[config.mk]
export PLATFORM = sky130hd
export DESIGN_NAME = evo_servo_ramp_flat
export DESIGN_NICKNAME = d
export VERILOG_FILES = /design/src/rtl/evo_servo_ramp_pkg.sv /design/src/rtl/evo_servo_ramp_if.sv /design/src/rtl/evo_servo_ramp_tick.sv /design/src/rtl/evo_servo_ramp.sv /design/src/flat_wrapper.sv
export SDC_FILE = /design/constraint.sdc
export NUM_CORES = 1
export LEC_CHECK = 0
export CORE_AREA = 5 5 294 368
export CTS_CLUSTER_DIAMETER = 30
export CTS_CLUSTER_SIZE = 28
export DETAILED_ROUTE_END_ITERATION = 8
export DIE_AREA = 0 0 299 373
export GPL_ROUTABILITY_DRIVEN = 0
export GPL_TIMING_DRIVEN = 0
export PLACE_DENSITY_LB_ADDON = 0.2
export SKIP_LAST_GASP = 1
export SYNTH_ARGS = -nofsm -noshare
export SYNTH_HDL_FRONTEND = slang
export SYNTH_HIERARCHICAL = 1
export SYNTH_SLANG_ARGS = --single-unit
[constraint.sdc]
create_clock -name clk -period 14.4 [get_ports clk]
set_input_delay 1.44 -clock clk [delete_from_list [all_inputs] [get_ports clk]]
set_output_delay 1.44 -clock clk [all_outputs]
set_load 0.01 [all_outputs]
[src/rtl/evo_servo_ramp_pkg.sv]
// Shared constants, state encoding and reset defaults for the evo_servo ramp stage.
// Imported by the frame-tick sub-module and the ramp top level.
package evo_servo_ramp_pkg;

  // CSR offsets from EVO_RAMP_ADDR
  localparam logic [1:0] RAMP_SEL    = 2'd0;
  localparam logic [1:0] RAMP_TARGET = 2'd1;
  localparam logic [1:0] RAMP_STEP   = 2'd2;
  localparam logic [1:0] RAMP_STATUS = 2'd3;

  typedef enum logic [0:0] {
    IDLE = 1'b0,
    SCAN = 1'b1
  } ramp_state_t;

  localparam int          DEF_NUM_SERVOS = 13;
  localparam int          DEF_PERIOD_US  = 20000;
  localparam logic [7:0]  DEF_RAMP_ADDR  = 8'h50;
  localparam logic [15:0] DEF_CENTER_PW  = 16'd1500;
  localparam logic [15:0] DEF_MIN_PW     = 16'd500;
  localparam logic [15:0] DEF_MAX_PW     = 16'd2500;
  localparam logic [7:0]  DEF_STEP       = 8'd0;
  localparam logic [4:0]  DEF_SEL        = 5'd0;

  function automatic logic [15:0] clamp_pw(input logic [15:0] v,
                                           input logic [15:0] lo,
                                           input logic [15:0] hi);
    if (v < lo) return lo;
    if (v > hi) return hi;
    return v;
  endfunction

endpackage

[src/rtl/evo_servo_ramp_if.sv]
// CSR bus and private pulse-width write port of the ramp stage, bundled for one-line hookup.
//
// Handshake: waitrequest is always 0, so every avs_csr_read/avs_csr_write strobe is
// accepted in the cycle it is high; an addressed read answers with readdatavalid=1 exactly
// one cycle later. priv_wr_pw is a one-cycle valid with no ready: evo_servo takes every
// pulse, and priv_index/priv_pw are meaningful only while priv_wr_pw=1.
interface evo_servo_ramp_if #(
  parameter int CSR_AWIDTH = 8,
  parameter int CSR_DWIDTH = 32
);
  logic [CSR_AWIDTH-1:0] avs_csr_address;
  logic                  avs_csr_read;
  logic                  avs_csr_write;
  logic [CSR_DWIDTH-1:0] avs_csr_writedata;
  logic [CSR_DWIDTH-1:0] avs_csr_readdata;
  logic                  avs_csr_readdatavalid;
  logic                  avs_csr_waitrequest;
  logic                  priv_wr_pw;
  logic [4:0]            priv_index;
  logic [15:0]           priv_pw;

  modport master (
    output avs_csr_address, avs_csr_read, avs_csr_write, avs_csr_writedata,
    input  avs_csr_readdata, avs_csr_readdatavalid, avs_csr_waitrequest,
    input  priv_wr_pw, priv_index, priv_pw
  );

  modport slave (
    input  avs_csr_address, avs_csr_read, avs_csr_write, avs_csr_writedata,
    output avs_csr_readdata, avs_csr_readdatavalid, avs_csr_waitrequest,
    output priv_wr_pw, priv_index, priv_pw
  );
endinterface

[src/rtl/evo_servo_ramp_tick.sv]
// Frame timer for the ramp stage: counts en1mhz strobes, and holds at most one frame
// tick that lands while a scan is still running.
module evo_servo_ramp_tick
  import evo_servo_ramp_pkg::*;
#(
  parameter int PERIOD_US = DEF_PERIOD_US
) (
  input  logic clk,
  input  logic reset,
  input  logic en1mhz,
  input  logic busy,
  output logic scan_start,
  output logic pending
);

  localparam int CW = (PERIOD_US > 2) ? $clog2(PERIOD_US) : 1;

  logic [CW-1:0] cnt;
  logic          frame_tick;

  assign frame_tick = en1mhz && (cnt == CW'(PERIOD_US - 1));

  // A tick arriving together with a held one collapses into a single scan.
  assign scan_start = !busy && (frame_tick || pending);

  always_ff @(posedge clk) begin
    if (reset) begin
      cnt     <= '0;
      pending <= 1'b0;
    end else begin
      if (en1mhz) begin
        cnt <= frame_tick ? '0 : cnt + 1'b1;
      end
      if (busy && frame_tick) begin
        pending <= 1'b1;
      end else if (!busy) begin
        pending <= 1'b0;
      end
    end
  end

endmodule

[src/rtl/evo_servo_ramp.sv]
// Motion-profile stage ahead of evo_servo: once per frame, walks every active servo's
// pulse width one programmed step toward its CSR target and emits a private write pulse.
module evo_servo_ramp
  import evo_servo_ramp_pkg::*;
#(
  parameter int          NUM_SERVOS    = DEF_NUM_SERVOS,
  parameter logic [7:0]  EVO_RAMP_ADDR = DEF_RAMP_ADDR,
  parameter int          PERIOD_US     = DEF_PERIOD_US,
  parameter logic [15:0] CENTER_PW     = DEF_CENTER_PW,
  parameter logic [15:0] MIN_PW        = DEF_MIN_PW,
  parameter logic [15:0] MAX_PW        = DEF_MAX_PW,
  parameter int          CSR_AWIDTH    = 8,
  parameter int          CSR_DWIDTH    = 32
) (
  input  logic              clk,
  input  logic              reset,
  input  logic              en1mhz,
  evo_servo_ramp_if.slave   bus,
  output ramp_state_t       dbg_state,
  output logic [4:0]        dbg_idx,
  output logic              dbg_pending
);

  localparam int IW = (NUM_SERVOS > 1) ? $clog2(NUM_SERVOS) : 1;

  ramp_state_t                   state;
  logic [4:0]                    idx;
  logic [4:0]                    sel;
  logic [15:0]                   cur     [NUM_SERVOS];
  logic [15:0]                   tgt     [NUM_SERVOS];
  logic [7:0]                    step_pw [NUM_SERVOS];
  logic [NUM_SERVOS-1:0]         active;

  logic                          busy;
  logic                          scan_start;
  logic                          pending;
  logic [IW-1:0]                 idx_n;
  logic [IW-1:0]                 sel_n;

  assign busy  = (state == SCAN);
  assign idx_n = idx[IW-1:0];
  assign sel_n = sel[IW-1:0];

  evo_servo_ramp_tick #(
    .PERIOD_US (PERIOD_US)
  ) u_tick (
    .clk        (clk),
    .reset      (reset),
    .en1mhz     (en1mhz),
    .busy       (busy),
    .scan_start (scan_start),
    .pending    (pending)
  );

  // ---------------------------------------------------------------- CSR decode
  logic [CSR_AWIDTH-1:0] addr_off;
  logic                  hit;
  logic [1:0]            reg_sel;
  logic                  sel_ok;
  logic [CSR_DWIDTH-1:0] wd;
  logic                  unused_wd;
  logic                  wr_sel;
  logic                  wr_tgt;
  logic                  wr_step;
  logic                  rd_hit;
  logic [CSR_DWIDTH-1:0] rd_data;

  assign addr_off  = bus.avs_csr_address - CSR_AWIDTH'(EVO_RAMP_ADDR);
  assign hit       = (addr_off < CSR_AWIDTH'(4));
  assign reg_sel   = addr_off[1:0];
  assign sel_ok    = ({1'b0, sel} < 6'(NUM_SERVOS));
  assign wd        = bus.avs_csr_writedata;
  assign unused_wd = ^wd[CSR_DWIDTH-1:16];

  assign wr_sel  = bus.avs_csr_write && hit && (reg_sel == RAMP_SEL);
  assign wr_tgt  = bus.avs_csr_write && hit && (reg_sel == RAMP_TARGET) && sel_ok;
  assign wr_step = bus.avs_csr_write && hit && (reg_sel == RAMP_STEP) && sel_ok;
  assign rd_hit  = bus.avs_csr_read && hit;

  always_comb begin
    rd_data = '0;
    case (reg_sel)
      RAMP_SEL:    rd_data[4:0] = sel;
      RAMP_TARGET: if (sel_ok) rd_data[15:0] = tgt[sel_n];
      RAMP_STEP:   if (sel_ok) rd_data[7:0] = step_pw[sel_n];
      RAMP_STATUS: rd_data[NUM_SERVOS-1:0] = active;
      default:     rd_data = '0;
    endcase
  end

  // ---------------------------------------------------------- step arithmetic
  logic [15:0] cur_i;
  logic [15:0] tgt_i;
  logic [7:0]  step_i;
  logic [16:0] diff;
  logic [16:0] mag;
  logic        snap;
  logic [15:0] next_pw;

  assign cur_i  = cur[idx_n];
  assign tgt_i  = tgt[idx_n];
  assign step_i = step_pw[idx_n];

  // diff is the signed 17-bit distance tgt - cur; bit 16 set means moving down.
  assign diff    = {1'b0, tgt_i} - {1'b0, cur_i};
  assign mag     = diff[16] ? (~diff + 17'd1) : diff;
  assign snap    = (step_i == 8'd0) || (mag <= {9'd0, step_i});
  assign next_pw = snap     ? tgt_i :
                   diff[16] ? (cur_i - {8'd0, step_i}) :
                              (cur_i + {8'd0, step_i});

  // ------------------------------------------------- state, arrays, outputs
  always_ff @(posedge clk) begin
    if (reset) begin
      state                     <= IDLE;
      idx                       <= 5'd0;
      sel                       <= DEF_SEL;
      active                    <= '0;
      bus.priv_wr_pw            <= 1'b0;
      bus.priv_index            <= 5'd0;
      bus.priv_pw               <= 16'd0;
      bus.avs_csr_readdata      <= '0;
      bus.avs_csr_readdatavalid <= 1'b0;
      for (int i = 0; i < NUM_SERVOS; i++) begin
        cur[i]     <= CENTER_PW;
        tgt[i]     <= CENTER_PW;
        step_pw[i] <= DEF_STEP;
      end
    end else begin
      bus.priv_wr_pw <= 1'b0;

      case (state)
        IDLE: begin
          if (scan_start) begin
            state <= SCAN;
            idx   <= 5'd0;
          end
        end
        SCAN: begin
          if (active[idx_n]) begin
            cur[idx_n]     <= next_pw;
            bus.priv_wr_pw <= 1'b1;
            bus.priv_index <= idx;
            bus.priv_pw    <= next_pw;
            if (snap) begin
              active[idx_n] <= 1'b0;
            end
          end
          if (idx == 5'(NUM_SERVOS - 1)) begin
            state <= IDLE;
          end else begin
            idx <= idx + 5'd1;
          end
        end
        default: state <= IDLE;
      endcase

      // CSR writes come after the scan so a same-cycle TARGET write re-arms the servo.
      if (wr_sel) begin
        sel <= wd[4:0];
      end
      if (wr_tgt) begin
        tgt[sel_n]    <= clamp_pw(wd[15:0], MIN_PW, MAX_PW);
        active[sel_n] <= 1'b1;
      end
      if (wr_step) begin
        step_pw[sel_n] <= wd[7:0];
      end

      bus.avs_csr_readdatavalid <= rd_hit;
      bus.avs_csr_readdata      <= rd_hit ? rd_data : '0;
    end
  end

  assign bus.avs_csr_waitrequest = 1'b0;

  assign dbg_state   = state;
  assign dbg_idx     = idx;
  assign dbg_pending = pending;

endmodule

[src/flat_wrapper.sv]
// flat-port wrapper written by rule: the top's interface ports become plain ports
module evo_servo_ramp_flat import evo_servo_ramp_pkg::*;
#(
  parameter int          NUM_SERVOS    = DEF_NUM_SERVOS,
  parameter logic [7:0]  EVO_RAMP_ADDR = DEF_RAMP_ADDR,
  parameter int          PERIOD_US     = DEF_PERIOD_US,
  parameter logic [15:0] CENTER_PW     = DEF_CENTER_PW,
  parameter logic [15:0] MIN_PW        = DEF_MIN_PW,
  parameter logic [15:0] MAX_PW        = DEF_MAX_PW,
  parameter int          CSR_AWIDTH    = 8,
  parameter int          CSR_DWIDTH    = 32
)
  (clk, reset, en1mhz, dbg_state, dbg_idx, dbg_pending, bus_avs_csr_address, bus_avs_csr_read, bus_avs_csr_write, bus_avs_csr_writedata, bus_avs_csr_readdata, bus_avs_csr_readdatavalid, bus_avs_csr_waitrequest, bus_priv_wr_pw, bus_priv_index, bus_priv_pw);
  evo_servo_ramp_if #(.CSR_AWIDTH(CSR_AWIDTH), .CSR_DWIDTH(CSR_DWIDTH)) bus_i ();
  input  logic clk;
  input  logic reset;
  input  logic en1mhz;
  output ramp_state_t dbg_state;
  output logic [4:0] dbg_idx;
  output logic dbg_pending;
  input wire logic [$bits(bus_i.avs_csr_address)-1:0] bus_avs_csr_address;
  input wire logic [$bits(bus_i.avs_csr_read)-1:0] bus_avs_csr_read;
  input wire logic [$bits(bus_i.avs_csr_write)-1:0] bus_avs_csr_write;
  input wire logic [$bits(bus_i.avs_csr_writedata)-1:0] bus_avs_csr_writedata;
  output wire logic [$bits(bus_i.avs_csr_readdata)-1:0] bus_avs_csr_readdata;
  output wire logic [$bits(bus_i.avs_csr_readdatavalid)-1:0] bus_avs_csr_readdatavalid;
  output wire logic [$bits(bus_i.avs_csr_waitrequest)-1:0] bus_avs_csr_waitrequest;
  output wire logic [$bits(bus_i.priv_wr_pw)-1:0] bus_priv_wr_pw;
  output wire logic [$bits(bus_i.priv_index)-1:0] bus_priv_index;
  output wire logic [$bits(bus_i.priv_pw)-1:0] bus_priv_pw;
  assign bus_i.avs_csr_address = bus_avs_csr_address;
  assign bus_i.avs_csr_read = bus_avs_csr_read;
  assign bus_i.avs_csr_write = bus_avs_csr_write;
  assign bus_i.avs_csr_writedata = bus_avs_csr_writedata;
  assign bus_avs_csr_readdata = bus_i.avs_csr_readdata;
  assign bus_avs_csr_readdatavalid = bus_i.avs_csr_readdatavalid;
  assign bus_avs_csr_waitrequest = bus_i.avs_csr_waitrequest;
  assign bus_priv_wr_pw = bus_i.priv_wr_pw;
  assign bus_priv_index = bus_i.priv_index;
  assign bus_priv_pw = bus_i.priv_pw;
  evo_servo_ramp #(.NUM_SERVOS(NUM_SERVOS), .EVO_RAMP_ADDR(EVO_RAMP_ADDR), .PERIOD_US(PERIOD_US), .CENTER_PW(CENTER_PW), .MIN_PW(MIN_PW), .MAX_PW(MAX_PW), .CSR_AWIDTH(CSR_AWIDTH), .CSR_DWIDTH(CSR_DWIDTH)) u_core (.clk(clk), .reset(reset), .en1mhz(en1mhz), .bus(bus_i), .dbg_state(dbg_state), .dbg_idx(dbg_idx), .dbg_pending(dbg_pending));
endmodule
# Word level (Yosys, flattened, before mapping)
# Memories as Yosys holds them, arrays and structs flattened. A register that Yosys moved wholly into a read port is not among the register bits.
# Index checks and enable logic that the tools add are counted.
# word_totals
reg_bits,95
ramBits,520
wordCells,144
memories,3
# memory_table
memory,words,word_bits,rd,rd_clocked_by_memory_dff,wr,line,source
u_core.cur,13,16,1,1,13,evo_servo_ramp.sv:29,logic [15:0] cur [NUM_SERVOS];
u_core.tgt,13,16,2,2,13,evo_servo_ramp.sv:30,logic [15:0] tgt [NUM_SERVOS];
u_core.step_pw,13,8,2,2,13,evo_servo_ramp.sv:31,logic [7:0] step_pw [NUM_SERVOS];
# op_classes
add_sub_neg,7
order_cmp,9
n_eq_ne,8
n_mux,72
bitwise,8
n_reduce_logical,24
# op_table
operator,count
2-to-1 mux 16 bit,11
2-to-1 mux 13 bit,5
2-to-1 mux 4 bit,13
OR reduction 16 bit,2
2-to-1 mux 1 bit,29
one-hot mux 5 bit (2 select lines),2
one-hot mux 5 bit (4 select lines),1
"adder 17 x 1 -> 17 bit, second input constant",1
less-or-equal comparator 17 x 8 -> 1 bit,1
2-to-1 mux 17 bit,1
NOT 17 bit,1
subtractor 16 x 16 -> 17 bit,1
adder 16 x 8 -> 16 bit,1
"greater-than comparator 16 x 12 -> 1 bit, second input constant",1
"< comparator 16 x 9 -> 1 bit, second input constant",1
2-to-1 mux 8 bit,2
subtractor 16 x 8 -> 16 bit,1
"adder 15 x 1 -> 15 bit, second input constant",1
"== test 15 bit, second input constant",1
2-to-1 mux 15 bit,1
AND 13 bit,1
NOT 13 bit,1
bitwise OR 13 bit,1
logical AND 1 bit,12
other kinds (25),36

# Longest topological paths before layout
# logic_depth
ltp_word,15
ltp_mapped,35
ltp_nobuf,26

# Modules after synthesis
# The synthesis kept the hierarchy.
# by_module_without_submodules
mod,instances,cells_each,area_each_um2,seq_area_each_um2
evo_servo_ramp,1,2432,35520.3,20639.8
evo_servo_ramp_tick,1,84,730.7,320.3

# Worst setup path after synthesis
# OpenSTA, ideal clock, no wires.
# synth_timing
kind,register -> register
from,register (tool-made name)
to,memory u_core.cur[12][15] (data pin)
setup_time_ns,0.264
arrival_ns,7.843
slack_ns,6.294
stages_incl_launch_ff,31
synth_period_minus_slack_ns,8.106
path_cell_list,dfxtp_1 -> buf_2 -> buf_2 -> buf_2 -> buf_2 -> clkbuf_1 -> buf_1 -> mux4_2 -> mux4_2 -> inv_1 -> ha_1 -> a211o_1 -> a21o_1 -> a21oi_2 -> o31ai_1 -> o31ai_1 -> clkbuf_1 -> mux2i_1 -> ha_1 -> nor2b_1 -> o21a_1 -> o211ai_1 -> a31oi_1 -> a2111oi_0 -> o31ai_1 -> a21o_1 -> a21oi_1 -> xnor2_1 -> mux2i_4 -> buf_6 -> nor2_1
# synth_rtl
item,line
end: declaration,evo_servo_ramp.sv:29

==> impl_metrics.py <==
metrics = {
    "outcome": {
        "outcome": "finished, final reports clean",
    },
    "final_layout": {
        "filler_cell_count": 9567,
        "finish.instance_area_sq_mm": 0.0440,
        "mostFrequentLayoutCell": "sky130_fd_sc_hd__edfxtp_1",
        "area_delta_synth_final_pct": 21.3,
        "postLayoutCoreUtil": 0.421,
        "layout.nets": 2984,
        "layout_common_cells": "sky130_fd_sc_hd__edfxtp_1 (640), sky130_fd_sc_hd__mux4_2 (314), sky130_fd_sc_hd__nand2_1 (287)",
        "final_layout_size_suffix_gt1_frac": 0.219,
    },
    "clocking": {
        "postCtsHoldBufs": 0,
        "ctsLongestPathBuffers": 3,
        "cts.htree.levels": 4,
        "clock_tree_sinks": 727,
        "cts_made_buffers": 131,
        "post_cts_resized": 0,
        "cts.reportedPaths.clkPinSlew_ns": 0.05,
        "cts.repair_timing.setup_buffer_count": 0,
        "clk_latency_ns": 0.74,
        "clk_root_buffer_cell": "sky130_fd_sc_hd__clkbuf_16",
        "cts_tree": "done",
    },
    "timing": {
        "setup_viol": 0,
        "timing.setup.tns_ns": 0,
        "max_clock_freq_mhz": 83.6,
        "tightestPinTransition_ns": 1.46,
        "slew_violations": 0,
        "clock_skew_ns": 0.0420,
        "postLayoutSetupSlackWorst_ns": 2.44,
        "period_share": 0.831,
        "final_hold_violating_endpoints": 0,
        "grt_setup_unrepaired": "false",
        "period_minus_slack_ns": 11.96,
        "max_slew_margin": 0.0292,
    },
    "synth": {
        "synth_area_leaders": "sky130_fd_sc_hd__edfxtp_1 (53%), sky130_fd_sc_hd__mux4_2 (20%), sky130_fd_sc_hd__dfxtp_1 (4.8%), sky130_fd_sc_hd__nand2_1 (3.0%), sky130_fd_sc_hd__nor2_1 (2.9%)",
        "synth-edff-count": 640,
        "synth.ff_latch_count": 727,
        "synth-seq-area-share": 0.578,
        "netlist_area_sq_mm": 0.0363,
        "synth-async-reset-ratio": 0,
        "netlist-cell-type-count": 78,
        "synth-main-ff-cell": "sky130_fd_sc_hd__edfxtp_1",
        "post_synth_inst_count": 2516,
        "yosys.area.top_type": "sky130_fd_sc_hd__edfxtp_1",
        "avg_cell_area_syn_sq_um": 14.4,
        "yosysWarnings": 6,
        "synth_largest_type_area_fraction": 0.530,
    },
    "power_and_ir_drop": {
        "seq_power_share": 0.402,
        "netSwitchingPower_mw": 1.41,
        "static-leakage-power_nw": 14.2,
        "max-vdd-ir-drop_mv": 0.0867,
        "netSwitchingFraction": 0.236,
        "p_comb_frac": 0.077,
        "finalPower_mw": 5.96,
        "p_per_area_mw_per_mm2": 135,
        "intPower_mw": 4.55,
        "clkPwrFrac": 0.521,
    },
    "hold_path": {
        "worst_hold_path.num_cells": 2,
        "hold_end": "u_core/active[0]$_SDFF_PP0_",
        "hold_class": "reg -> reg",
        "holdCritStartpoint": "u_core/active[0]$_SDFF_PP0_",
    },
    "global_routing": {
        "grt_first_pass_wirelength_um": 166000,
        "number_of_global_route_vias_before_repair": 24700,
        "maximum_number_of_pins_on_one_net_before_global_route_repair": 17,
        "global_router_s_overall_resource_usage": 0.205,
        "global_route.overflow_total": 0,
        "antenna_found_initial": 2,
    },
    "setup_path": {
        "critPathMostFrequentCell": "sky130_fd_sc_hd__clkbuf_1",
        "path_max_fanout": 10,
        "cp_max_stage_delay_ns": 1.12,
        "rrSetupSlack_ns": 2.44,
        "timing.critical_path.to_type": "register",
        "r2r-end": "u_core/cur[7][15]$_SDFFCE_PN0P_",
        "worst-endpoint-arrival_ns": 12.40,
        "critical_path_required_ns": 14.84,
        "critPathLaunchType": "register",
        "master_of_the_slowest_instance_on_the_critical_path": "sky130_fd_sc_hd__clkbuf_1",
        "critical_path_class": "reg -> reg",
        "worst_r2r_path_depth": 30,
    },
    "routing": {
        "wire_per_inst_um": 26.5,
        "dr.first_iter.drc_count": 2258,
        "routed_via_density": 5.48,
        "dr.pass1.iters": 6,
        "vias": 23900,
        "detail-route-antenna-nets": 0,
        "drc": 0,
        "finalWirelength_um": 115000,
    },
    "floorplanning": {
        "core_area_sq_mm": 0.105,
        "placement_rows": 133,
        "fp.dieArea_sq_mm": 0.112,
        "io_pins": 108,
        "die_width_um": 299,
        "starting_density": 0.347,
        "die_h_um": 373,
    },
    "placement": {
        "placed_cell_area_sq_mm": 0.0395,
        "pre_cts_ws_ns": 2.48,
        "dp.final_hpwl_um": 83500,
        "port_buffers": 73,
    },
    "run": {
        "cap_violations": 0,
    },
}
## area by class of cell
cell class,instances,area [sq um],area share
Sequential cell,727,21000,0.477
Inverter,78,293,0.00666
Buffer,188,922,0.0210
Clock buffer,162,3630,0.0825
Timing Repair Buffer,89,910,0.0207
Antenna cell,2,5.00,0.000114
Tap cell,1350,1690,0.0384
Multi-Input combinational cell,1675,14700,0.335
Clock inverter,79,851,0.0193
## cell families (layout without fill, tap and decap cells)
kind of cell             count (synthesis)  after routing  synth area share
XOR/XNOR                                47             47            0.0116
AND/OR/NAND/NOR                        848            848             0.106
buffers and inverters                  266            596            0.0334
other                                    1            155          0.000103
multiplexers                           352            352             0.211
AO/OA/AOI/OAI                          226            226            0.0422
flip-flops                             727            727             0.578
adder cells (fa/ha/maj)                 49             49            0.0173
## state kept, by name, indices dropped and copies added, names as in the netlist, 5 cells and up, named ones only
register and count:
u_core/bus.avs_csr_readdata 16, u_core/u_tick/cnt 15, u_core/tgt 256, u_core/bus.priv_index 5, u_core/sel 5, u_core/dbg_idx 5
u_core/cur 256, u_core/step_pw 128, u_core/bus.priv_pw 16, u_core/active 13
## routing by layer
layer	vias to the layer above	wire, um	GRT usage
met2	1049	58800	0.359
met3	230	7890	0.0384
met4	2	4440	0.0790
met5	-	7	0
met1	12300	44200	0.250
li1	10300	-	-
## per-stage QoR
step | std cells | hold WS, ns
final | 4350 | 0.505
after global routing | 4348 | 0.503
after CTS | 4348 | 0.500
after detailed placement | 4107 | 0.493
after global placement | 4091 | 0.483
after floorplan | 2668 | 0.452
## how the worst max path moves through the flow
stage          startpoint                          endpoint
2_1_floorplan    register  u_core/cur[12][15]$_SDFFCE_PN0P_
3_3_place_gp     register  u_core/cur[12][15]$_SDFFCE_PN0P_
3_5_place_dp     register  u_core/cur[12][15]$_SDFFCE_PN0P_
4_1_cts          register   u_core/cur[6][15]$_SDFFCE_PN0P_
5_1_grt          register   u_core/cur[6][15]$_SDFFCE_PN0P_
6_report         register   u_core/cur[7][15]$_SDFFCE_PN0P_
## Yosys cell counts, drive strengths merged, types with 47 or more instances
cell type  number
edfxtp        640
mux4          314
nand2         287
nor2          281
clkbuf        117
and2          116
dfxtp          87
inv            78
buf            71
o21ai          54
a21oi          53
ha             47
## critical path, delay by kind of cell, from the launching register on
kind                     cells  cell delay, ns
adder cells (fa/ha/maj)      2            0.57
multiplexers                 4            1.66
AND/OR/NAND/NOR              2            0.18
XOR/XNOR                     1            0.12
buffers and inverters        9            5.27
flip-flops                   1            0.30
AO/OA/AOI/OAI               12            3.50
## power by group through the flow
| stage | Combinational, mW | Sequential, mW | Clock (mW) |
|---|---|---|---|
| floorplan | 0.314 | 2.42 | 0 |
| global placement | 0.441 | 2.43 | 0 |
| detailed placement | 0.455 | 2.43 | 0 |
| CTS | 0.457 | 2.39 | 3.16 |
| global route | 0.494 | 2.40 | 3.26 |
| finish | 0.458 | 2.39 | 3.10 |
Note: power is estimated with default switching activity, not from simulation.
